[src/rtl/io_arb_pkg.sv]
// rtl/io_arb_pkg.sv - shared state encoding and constants for the I/O bus arbiter
package io_arb_pkg;

    typedef enum logic [1:0] {
        ST_IDLE   = 2'd0,
        ST_ACCESS = 2'd1,
        ST_DONE   = 2'd2
    } arb_state_e;

    localparam int DEF_AW = 32;
    localparam int DEF_DW = 32;

    // Every bit of req_rdata takes this value when a stalled access is aborted.
    localparam logic TMO_RDATA_FILL = 1'b1;

endpackage

[src/rtl/rr_picker.sv]
// rtl/rr_picker.sv - combinational round-robin pick of the first requester after a pointer
module rr_picker #(
    parameter int N   = 3,
    parameter int IDW = 2
) (
    input  logic [N-1:0]   req_i,
    input  logic [IDW-1:0] ptr_i,
    output logic [N-1:0]   gnt_o,
    output logic [IDW-1:0] idx_o,
    output logic           any_o
);

    // Scan cores above the pointer first, then wrap to cores at or below it.
    always_comb begin
        gnt_o = '0;
        idx_o = '0;
        any_o = 1'b0;
        for (int i = 0; i < N; i++) begin
            if (!any_o && req_i[i] && (i > int'(ptr_i))) begin
                any_o    = 1'b1;
                gnt_o[i] = 1'b1;
                idx_o    = IDW'(i);
            end
        end
        for (int i = 0; i < N; i++) begin
            if (!any_o && req_i[i] && (i <= int'(ptr_i))) begin
                any_o    = 1'b1;
                gnt_o[i] = 1'b1;
                idx_o    = IDW'(i);
            end
        end
    end

endmodule

[src/rtl/io_bus_arbiter.sv]
// rtl/io_bus_arbiter.sv - round-robin sharing of one peripheral port among N cores (optional IO_TIMEOUT_EN)
module io_bus_arbiter
    import io_arb_pkg::*;
#(
    parameter int N              = 3,
    parameter int AW             = DEF_AW,
    parameter int DW             = DEF_DW,
    parameter int IDW            = 2,
    parameter int TIMEOUT_CYCLES = 255
) (
    input  logic            clk,
    input  logic            Reset,
    input  logic [N*AW-1:0] req_addr,
    input  logic [N*DW-1:0] req_wdata,
    input  logic [N-1:0]    req_wr,
    input  logic [N-1:0]    req_rd,
    output logic [N-1:0]    req_ack,
    output logic [DW-1:0]   req_rdata,
    output logic [AW-1:0]   per_addr,
    output logic [DW-1:0]   per_wdata,
    output logic            per_wr,
    output logic            per_rd,
    input  logic [DW-1:0]   per_rdata,
    input  logic            per_rdy,
    output logic [IDW-1:0]  grant_id,
    output logic            busy,
    output logic            timeout_err
);

    arb_state_e     state_q, state_d;
    logic [IDW-1:0] ptr_q, ptr_d;
    logic [IDW-1:0] grant_q, grant_d;
    logic [N-1:0]   gnt_q, gnt_d;
    logic [N-1:0]   ack_q, ack_d;
    logic [AW-1:0]  addr_q, addr_d;
    logic [DW-1:0]  wdata_q, wdata_d;
    logic [DW-1:0]  rdata_q, rdata_d;
    logic           per_wr_q, per_wr_d;
    logic           per_rd_q, per_rd_d;
    logic           busy_q, busy_d;

    logic [N-1:0]   req_any;
    logic [N-1:0]   pick_gnt;
    logic [IDW-1:0] pick_idx;
    logic           pick_any;
    logic [AW-1:0]  sel_addr;
    logic [DW-1:0]  sel_wdata;
    logic           sel_wr;

`ifdef IO_TIMEOUT_EN
    localparam int TW = $clog2(TIMEOUT_CYCLES + 1);
    logic [TW-1:0]  tmo_cnt_q, tmo_cnt_d;
    logic           tmo_err_q, tmo_err_d;
`else
    logic           unused_tmo;
    assign unused_tmo = (TIMEOUT_CYCLES != 0);
`endif

    assign req_any = req_wr | req_rd;

    rr_picker #(.N(N), .IDW(IDW)) u_picker (
        .req_i (req_any),
        .ptr_i (ptr_q),
        .gnt_o (pick_gnt),
        .idx_o (pick_idx),
        .any_o (pick_any)
    );

    // Mux the winning core's address, data and operation; write wins over read.
    always_comb begin
        sel_addr  = '0;
        sel_wdata = '0;
        sel_wr    = 1'b0;
        for (int i = 0; i < N; i++) begin
            if (pick_gnt[i]) begin
                sel_addr  = req_addr[i*AW +: AW];
                sel_wdata = req_wdata[i*DW +: DW];
                sel_wr    = req_wr[i];
            end
        end
    end

    // Next-state and registered-output logic for the grant/access/ack sequence.
    always_comb begin
        state_d  = state_q;
        ptr_d    = ptr_q;
        grant_d  = grant_q;
        gnt_d    = gnt_q;
        ack_d    = '0;
        addr_d   = addr_q;
        wdata_d  = wdata_q;
        rdata_d  = rdata_q;
        per_wr_d = per_wr_q;
        per_rd_d = per_rd_q;
        busy_d   = busy_q;
`ifdef IO_TIMEOUT_EN
        tmo_cnt_d = tmo_cnt_q;
        tmo_err_d = tmo_err_q;
`endif
        case (state_q)
            ST_IDLE: begin
                if (pick_any) begin
                    state_d  = ST_ACCESS;
                    ptr_d    = pick_idx;
                    grant_d  = pick_idx;
                    gnt_d    = pick_gnt;
                    addr_d   = sel_addr;
                    wdata_d  = sel_wdata;
                    per_wr_d = sel_wr;
                    per_rd_d = !sel_wr;
                    busy_d   = 1'b1;
`ifdef IO_TIMEOUT_EN
                    tmo_cnt_d = '0;
`endif
                end
            end
            ST_ACCESS: begin
                if (per_rdy) begin
                    if (per_rd_q) begin
                        rdata_d = per_rdata;
                    end
                    per_wr_d = 1'b0;
                    per_rd_d = 1'b0;
                    ack_d    = gnt_q;
                    state_d  = ST_DONE;
                end
`ifdef IO_TIMEOUT_EN
                else if (tmo_cnt_q == TW'(TIMEOUT_CYCLES - 1)) begin
                    rdata_d   = {DW{TMO_RDATA_FILL}};
                    tmo_err_d = 1'b1;
                    per_wr_d  = 1'b0;
                    per_rd_d  = 1'b0;
                    ack_d     = gnt_q;
                    state_d   = ST_DONE;
                end else begin
                    tmo_cnt_d = tmo_cnt_q + TW'(1);
                end
`endif
            end
            ST_DONE: begin
                busy_d  = 1'b0;
                state_d = ST_IDLE;
            end
            default: begin
                state_d = ST_IDLE;
            end
        endcase
    end

    // State and output registers; reset aborts any access in flight.
    always_ff @(posedge clk) begin
        if (Reset) begin
            state_q  <= ST_IDLE;
            ptr_q    <= IDW'(N - 1);
            grant_q  <= '0;
            gnt_q    <= '0;
            ack_q    <= '0;
            addr_q   <= '0;
            wdata_q  <= '0;
            rdata_q  <= '0;
            per_wr_q <= 1'b0;
            per_rd_q <= 1'b0;
            busy_q   <= 1'b0;
        end else begin
            state_q  <= state_d;
            ptr_q    <= ptr_d;
            grant_q  <= grant_d;
            gnt_q    <= gnt_d;
            ack_q    <= ack_d;
            addr_q   <= addr_d;
            wdata_q  <= wdata_d;
            rdata_q  <= rdata_d;
            per_wr_q <= per_wr_d;
            per_rd_q <= per_rd_d;
            busy_q   <= busy_d;
        end
    end

`ifdef IO_TIMEOUT_EN
    // Stall counter and sticky timeout flag.
    always_ff @(posedge clk) begin
        if (Reset) begin
            tmo_cnt_q <= '0;
            tmo_err_q <= 1'b0;
        end else begin
            tmo_cnt_q <= tmo_cnt_d;
            tmo_err_q <= tmo_err_d;
        end
    end
    assign timeout_err = tmo_err_q;
`else
    assign timeout_err = 1'b0;
`endif

    assign req_ack   = ack_q;
    assign req_rdata = rdata_q;
    assign per_addr  = addr_q;
    assign per_wdata = wdata_q;
    assign per_wr    = per_wr_q;
    assign per_rd    = per_rd_q;
    assign grant_id  = grant_q;
    assign busy      = busy_q;

endmodule

[config.mk]
export PLATFORM = sky130hd
export DESIGN_NAME = io_bus_arbiter
export DESIGN_NICKNAME = d
export VERILOG_FILES = /design/src/rtl/io_arb_pkg.sv /design/src/rtl/rr_picker.sv /design/src/rtl/io_bus_arbiter.sv
export SDC_FILE = /design/constraint.sdc
export NUM_CORES = 1
export LEC_CHECK = 0
export BUFFER_PORTS_ARGS = -buffer_cell sky130_fd_sc_hd__buf_2
export CORE_AREA = 5 5 127 129
export CTS_CLUSTER_DIAMETER = 100
export DETAILED_ROUTE_END_ITERATION = 10
export DIE_AREA = 0 0 132 134
export PLACE_DENSITY = 0.73
export SLEW_MARGIN = 20
export SYNTH_ARGS = -nofsm -noshare
export SYNTH_HDL_FRONTEND = slang
export SYNTH_SLANG_ARGS = --single-unit
[constraint.sdc]
create_clock -name clk -period 5.1 [get_ports clk]
set_clock_uncertainty 0.1 [all_clocks]
set_input_delay 1.02 -clock clk [delete_from_list [all_inputs] [get_ports clk]]
set_output_delay 1.02 -clock clk [all_outputs]
set_load 0.005 [all_outputs]
Yosys cells after proc, flatten, opt, wreduce, memory -nomap -nowiden
Cells that the tools add are included.
{"block": "op_classes", "add_sub_neg": 0, "mul": 0, "div_mod_pow": 0, "magnitude_cmp": 4, "eq_ne": 4, "n_shift": 0, "mux": 33, "bitwise_logic": 3, "reduce_logical": 22}
{"op": "$mux 32", "n": 6}
{"op": "$mux 1", "n": 17}
{"op": "$mux 2", "n": 6}
{"op": "$logic_and 1x1->1", "n": 8}
{"op": "$pmux 1 s2", "n": 3}
{"op": "$reduce_and 2->1", "n": 3}
{"op": "$reduce_and 3->1", "n": 2}
{"op": "$logic_not 1->1", "n": 5}
{"op": "$ne 2x2->1 const B", "n": 2}
{"op": "$pmux 2 s2", "n": 1}
{"op": "$reduce_bool 2->1", "n": 2}
{"op": "$or 3x3->3", "n": 1}
{"op": "$reduce_or 3->1", "n": 1}
{"op": "$eq 2x1->1 const B", "n": 1}
{"op": "$eq 2x2->1 const B", "n": 1}
{"op": "$gt 1x2->1 const A", "n": 1}
{"op": "$gt 2x2->1 const A", "n": 1}
{"op": "$le 1x2->1 const A", "n": 1}
{"op": "$le 2x2->1 const A", "n": 1}
{"op": "$logic_not 2->1", "n": 1}
{"op": "$not 1->1", "n": 2}
{"block": "totals", "regBits": 111, "latch_bits": 0, "ram_bits": 0, "romBits": 0, "mem_count": 0}

Logic depth before layout (Yosys ltp)
{"block": "depth", "ltp_word": 22, "ltp_mapped": 6}

Modules after synthesis
Synthesis repeated with hierarchy kept, for this count alone.
{"block": "unflattened", "hier_cells": 725, "hier_area_um2": 5565.3}
{"module": "io_bus_arbiter", "instances": 1, "cells_each": 713, "area_per_inst_um2": 5472.7}
{"module": "rr_picker", "instances": 1, "cells_each": 12, "area_per_inst_um2": 92.6}

Least setup slack after synthesis
OpenSTA, ideal clock, no wires.
{"block": "synth_timing", "kind": "input -> register", "startpoint": "input port req_rd[0]", "endpoint": "register addr_q[0], in the netlist per_addr[0]", "setup_ns": 0.089, "arrival_ns": 2.439, "required_time_ns": 4.911, "slack_ns": 2.472, "cell_stages": 6, "cell_sequence": "or4_1 a211oi_2 buf_6 buf_8 a22oi_2 a311oi_2"}
{"block": "synth_between", "elab_chain_cells": 12, "word_cells_on_any_way": 18}
{"element": "start: declaration", "line_no": "io_bus_arbiter.sv:16", "rtl": "input logic [N-1:0] req_rd,"}
{"element": "$or 3x3->3 (*)", "line_no": "io_bus_arbiter.sv:59", "rtl": "assign req_any = req_wr | req_rd;"}
{"element": "$logic_and 1x1->1 (*)", "line_no": "rr_picker.sv:26", "rtl": "if (!any_o && req_i[i] && (i <= int'(ptr_i))) begin"}
{"element": "$mux 1", "line_no": "rr_picker.sv:26"}
{"element": "$logic_not 1->1", "line_no": "rr_picker.sv:26"}
{"element": "$logic_and 1x1->1 (2 in series)", "line_no": "rr_picker.sv:26"}
{"element": "$mux 1", "line_no": "rr_picker.sv:26"}
{"element": "$logic_not 1->1", "line_no": "rr_picker.sv:26"}
{"element": "$logic_and 1x1->1 (2 in series)", "line_no": "rr_picker.sv:26"}
{"element": "$mux 1", "line_no": "rr_picker.sv:26"}
{"element": "$mux 32 or $reduce_and 2->1 (tied branches)"}
{"element": "end signal: assignment", "line_no": "io_bus_arbiter.sv:170", "rtl": "addr_q <= addr_d;"}
{"element": "end: declaration", "line_no": "io_bus_arbiter.sv:35", "rtl": "logic [AW-1:0] addr_q, addr_d;"}
Mark *: on every way between the ends. The rest lies on a longest branch, timed or not.
A chain may end at the register's enable or synchronous reset.

Worst setup path after layout
{"block": "layout_timing", "startpoint": "input port req_rd[1]", "endpoint": "register wdata_q[6], in the netlist per_wdata[6]"}
{"block": "layout_between", "elab_chain_cells": 19, "word_cells_on_any_way": 26}
{"element": "$or 3x3->3 (*)", "line_no": "io_bus_arbiter.sv:59"}
{"element": "$logic_and 1x1->1", "line_no": "rr_picker.sv:19", "rtl": "if (!any_o && req_i[i] && (i > int'(ptr_i))) begin"}
{"element": "$mux 1", "line_no": "rr_picker.sv:19"}
{"element": "$logic_not 1->1", "line_no": "rr_picker.sv:19"}
{"element": "$logic_and 1x1->1 (2 in series)", "line_no": "rr_picker.sv:19"}
{"element": "$mux 1", "line_no": "rr_picker.sv:19"}
{"element": "$logic_not 1->1", "line_no": "rr_picker.sv:26"}
{"element": "$logic_and 1x1->1", "line_no": "rr_picker.sv:26"}
{"element": "$mux 1", "line_no": "rr_picker.sv:26"}
{"element": "$logic_not 1->1", "line_no": "rr_picker.sv:26"}
{"element": "$logic_and 1x1->1 (2 in series)", "line_no": "rr_picker.sv:26"}
{"element": "$mux 1", "line_no": "rr_picker.sv:26"}
{"element": "$logic_not 1->1", "line_no": "rr_picker.sv:26"}
{"element": "$logic_and 1x1->1 (2 in series)", "line_no": "rr_picker.sv:26"}
{"element": "$mux 1", "line_no": "rr_picker.sv:26"}
{"element": "$mux 32 or $reduce_and 2->1 (tied branches)"}
{"element": "end signal: assignment", "line_no": "io_bus_arbiter.sv:171", "rtl": "wdata_q <= wdata_d;"}
{"element": "end: declaration", "line_no": "io_bus_arbiter.sv:36", "rtl": "logic [DW-1:0] wdata_q, wdata_d;"}
Marked as above.

==> impl_metrics.csv <==
group,metric,value,unit
synthesis,synth_seq_cells,110,
pwr,power.total,2.24,mW
placed_design,dpl.hpwl,13200,um
setup_path,critPathMaxStageDelay,0.81,ns
pwr,peakVddDrop,0.000167,V
sta,max_freq,0.348,GHz
sta,rsz0062_at_grt,"false",
setup_path,slowest_stage,"buf_4",
grt,grt_pass1_wl,28000,um
setup_path,path_cells,"buf_2, or2_2, a211oi_4, buf_4, a22oi_1, a311oi_1",
grt,antenna_found_initial,1,
flow_run,drv_cap,0,
drt,vias,5653,
synthesis,ys.warnings.count,0,
sta,slew_viol_final,0,
synthesis,ys_seq_area_frac,0.408,
pwr,pwr_density_cell,302,mW/mm^2
drt,route.final.wire_length,18400,um
outcome,outcome,"finished clean",
drt,viasPerCell,5.30,
cells_and_area,regArea,0.00220,sq mm
sta,min_period_over_period,0.563,
clock_tree,holdBufCountCts,0,
clock_tree,cts_tree,"done",
synthesis,synthDistinctLibCells,35,
floorplanning,core-area,0.0149,sq mm
floorplanning,initial_core_util,0.362,
synthesis,synthCells,580,
sta,fin_crit,2.87,ns
sta,relSlewSlack,0.311,
cells_and_area,multi_input_area,0.00292,sq mm
sta,fin_tns_setup,0,ns
sta,setup_viol,0,
clock_tree,cts_sinks,110,
floorplanning,die_h,134,um
synthesis,syn_avg_cell_area,9.31,sq um
pwr,power.leakage,3.19,nW
cells_and_area,fill_cells,1456,
cells_and_area,finish.net_count,1105,
floorplanning,ios,338,
clock_tree,cts-htree-levels,3,
placed_design,gp_congestion,0.807,
synthesis,syn_area,0.00540,sq mm
grt,gr-usage-all-layers,0.194,
grt,grt_pass1_vias,5436,
setup_path,cp.required,5.26,ns
clock_tree,clock_path_buffers,2,
drt,avgRoutedWirePerCell,17.2,um
clock_tree,cts_resized,0,
clock_tree,postCtsSetupBuffers,0,
setup_path,worstSetupStartpointType,"input port",
synthesis,syn_nets,813,
clock_tree,clkTransAtPathRegs,0.08,ns
min_path,hold_class,"flip-flop to flip-flop",
grt,overflow,0,
placed_design,port_buffers,336,
floorplanning,std_cell_rows,45,
sta,whs,0.351,ns
drt,firstDrtPassIters,4,
setup_path,worstPathArrival,3.03,ns
sta,worst_pin_slew,1.03,ns
setup_path,end_kind,"flip-flop",
clock_tree,cts-buffers-inserted,9,
setup_path,crit_fanout,65,
setup_path,critPathKind,"input port to flip-flop",
floorplanning,die-area,0.0177,sq mm
drt,drc,0,
floorplanning,die_x,132,um
clock_tree,clock_latency,0.35,ns
clock_tree,ctsRootBufferMaster,"clkbuf_16",
drt,first_iter_violations,231,
cells_and_area,syn2layout_area_growth,37.2,%
drt,ant_nets,0,
sta,finalHoldViolCount,0,
grt,grt_max_degree,75,
cells_and_area,layout-drive-gt1-share,0.534,
## layout make-up
cell class | count | area share
clock inverter | 7 | 0.00760
clock buffer | 9 | 0.0304
antenna | 1 | 0.000338
tap | 188 | 0.0317
multi-input combinational | 405 | 0.395
inverter | 2 | 0.00101
timing repair buffer | 344 | 0.237
sequential | 110 | 0.297
## state kept, by name, indices dropped and copies added (netlist names)
signal     cells
per_wr         1
ptr_q          2
gnt_q          3
req_rdata     32
grant_id       1
state_q        2
busy           1
per_wdata     32
per_addr      32
req_ack        3
per_rd         1
## critical path, delay by kind of cell
family | cells | cell delay [ns]
compound gates | 3 | 0.73
simple gates | 1 | 0.33
buf+inv | 2 | 0.92
## cell usage in the layout (no fill, tap or decap), drive strengths merged
master and instances:
buf 344, dfxtp 110, nand2 74, nor2 73
a311oi 65, nand3 64, a22oi 64, a21oi 39
clkbuf 9, inv 5, a211oi 4, nand3b 3
and2 3, or2 2, o21ba 2, clkinvlp 2
clkinv 2, diode 1, nor4 1, a2111oi 1
o32ai 1, a21boi 1, nand4b 1, or4 1
o31ai 1, o21ai 1, nor3b 1, a221oi 1
a31o 1, conb 1
## cells by family (layout without fill, tap and decap cells)
| family | count (synthesis) | after routing | synth area share |
|---|---|---|---|
| AOI/OAI and AO/OA | 181 | 181 | 0.353 |
| buffers and inverters | 65 | 362 | 0.0614 |
| DFF | 110 | 110 | 0.408 |
| other | 1 | 2 | 0.000694 |
| and+or+nand+nor | 223 | 223 | 0.177 |
## per-stage QoR
stage	utilization	instances	cell area, sq um	setup slack (ns)
floorplan	-	580	5400	2.47
global placement	0.477	1049	7120	1.92
detailed placement	0.477	1049	7120	1.87
CTS	0.496	1065	7400	2.22
global route	0.497	1066	7410	2.13
finish	0.497	1066	7410	2.23
## synthesized netlist by cell type (all sizes together)
master	instances	area, sq um
dfxtp	110	2200
or4	1	7.51
nand2	74	278
or2	2	12.5
o21ai	1	5.00
nor4	1	6.26
o32ai	1	8.76
clkbuf	40	150
nor3b	1	7.51
o31ai	1	7.51
and2	3	18.8
nand4b	1	8.76
a221oi	1	8.76
nand3	64	320
a311oi	65	876
conb	1	3.75
a211oi	4	35.0
inv	2	7.51
o21ba	2	20.0
nand3b	3	22.5
nor2	73	274
a21oi	39	195
a2111oi	1	8.76
a22oi	64	726
a31o	1	8.76
a21boi	1	7.51
buf	23	174
## routing by layer
metal  up-vias  wire, um  track usage
met3        19      1630       0.0619
li1       2734         -            -
met2       242      9100        0.338
met4         0       308       0.0703
met5         -         0            0
met1      2658      7330        0.222
## report_power, final
part | internal [mW] | switching [mW]
Clock | 0.339 | 0.346
Combinational | 0.263 | 0.321
Sequential | 0.933 | 0.0394
Total | 1.53 | 0.706
## path summary, 6_finish.rpt
check             from      endpoint  slack [ns]  depth (start not counted)
max reg2reg   ptr_q[1]  per_wdata[6]        2.55                          5
max          req_rd[1]  per_wdata[6]        2.23                          6
min reg2reg   gnt_q[2]      gnt_q[2]        0.35                          2
min           gnt_q[2]      gnt_q[2]        0.35                          2
Note: power is estimated with default switching activity, not from simulation.
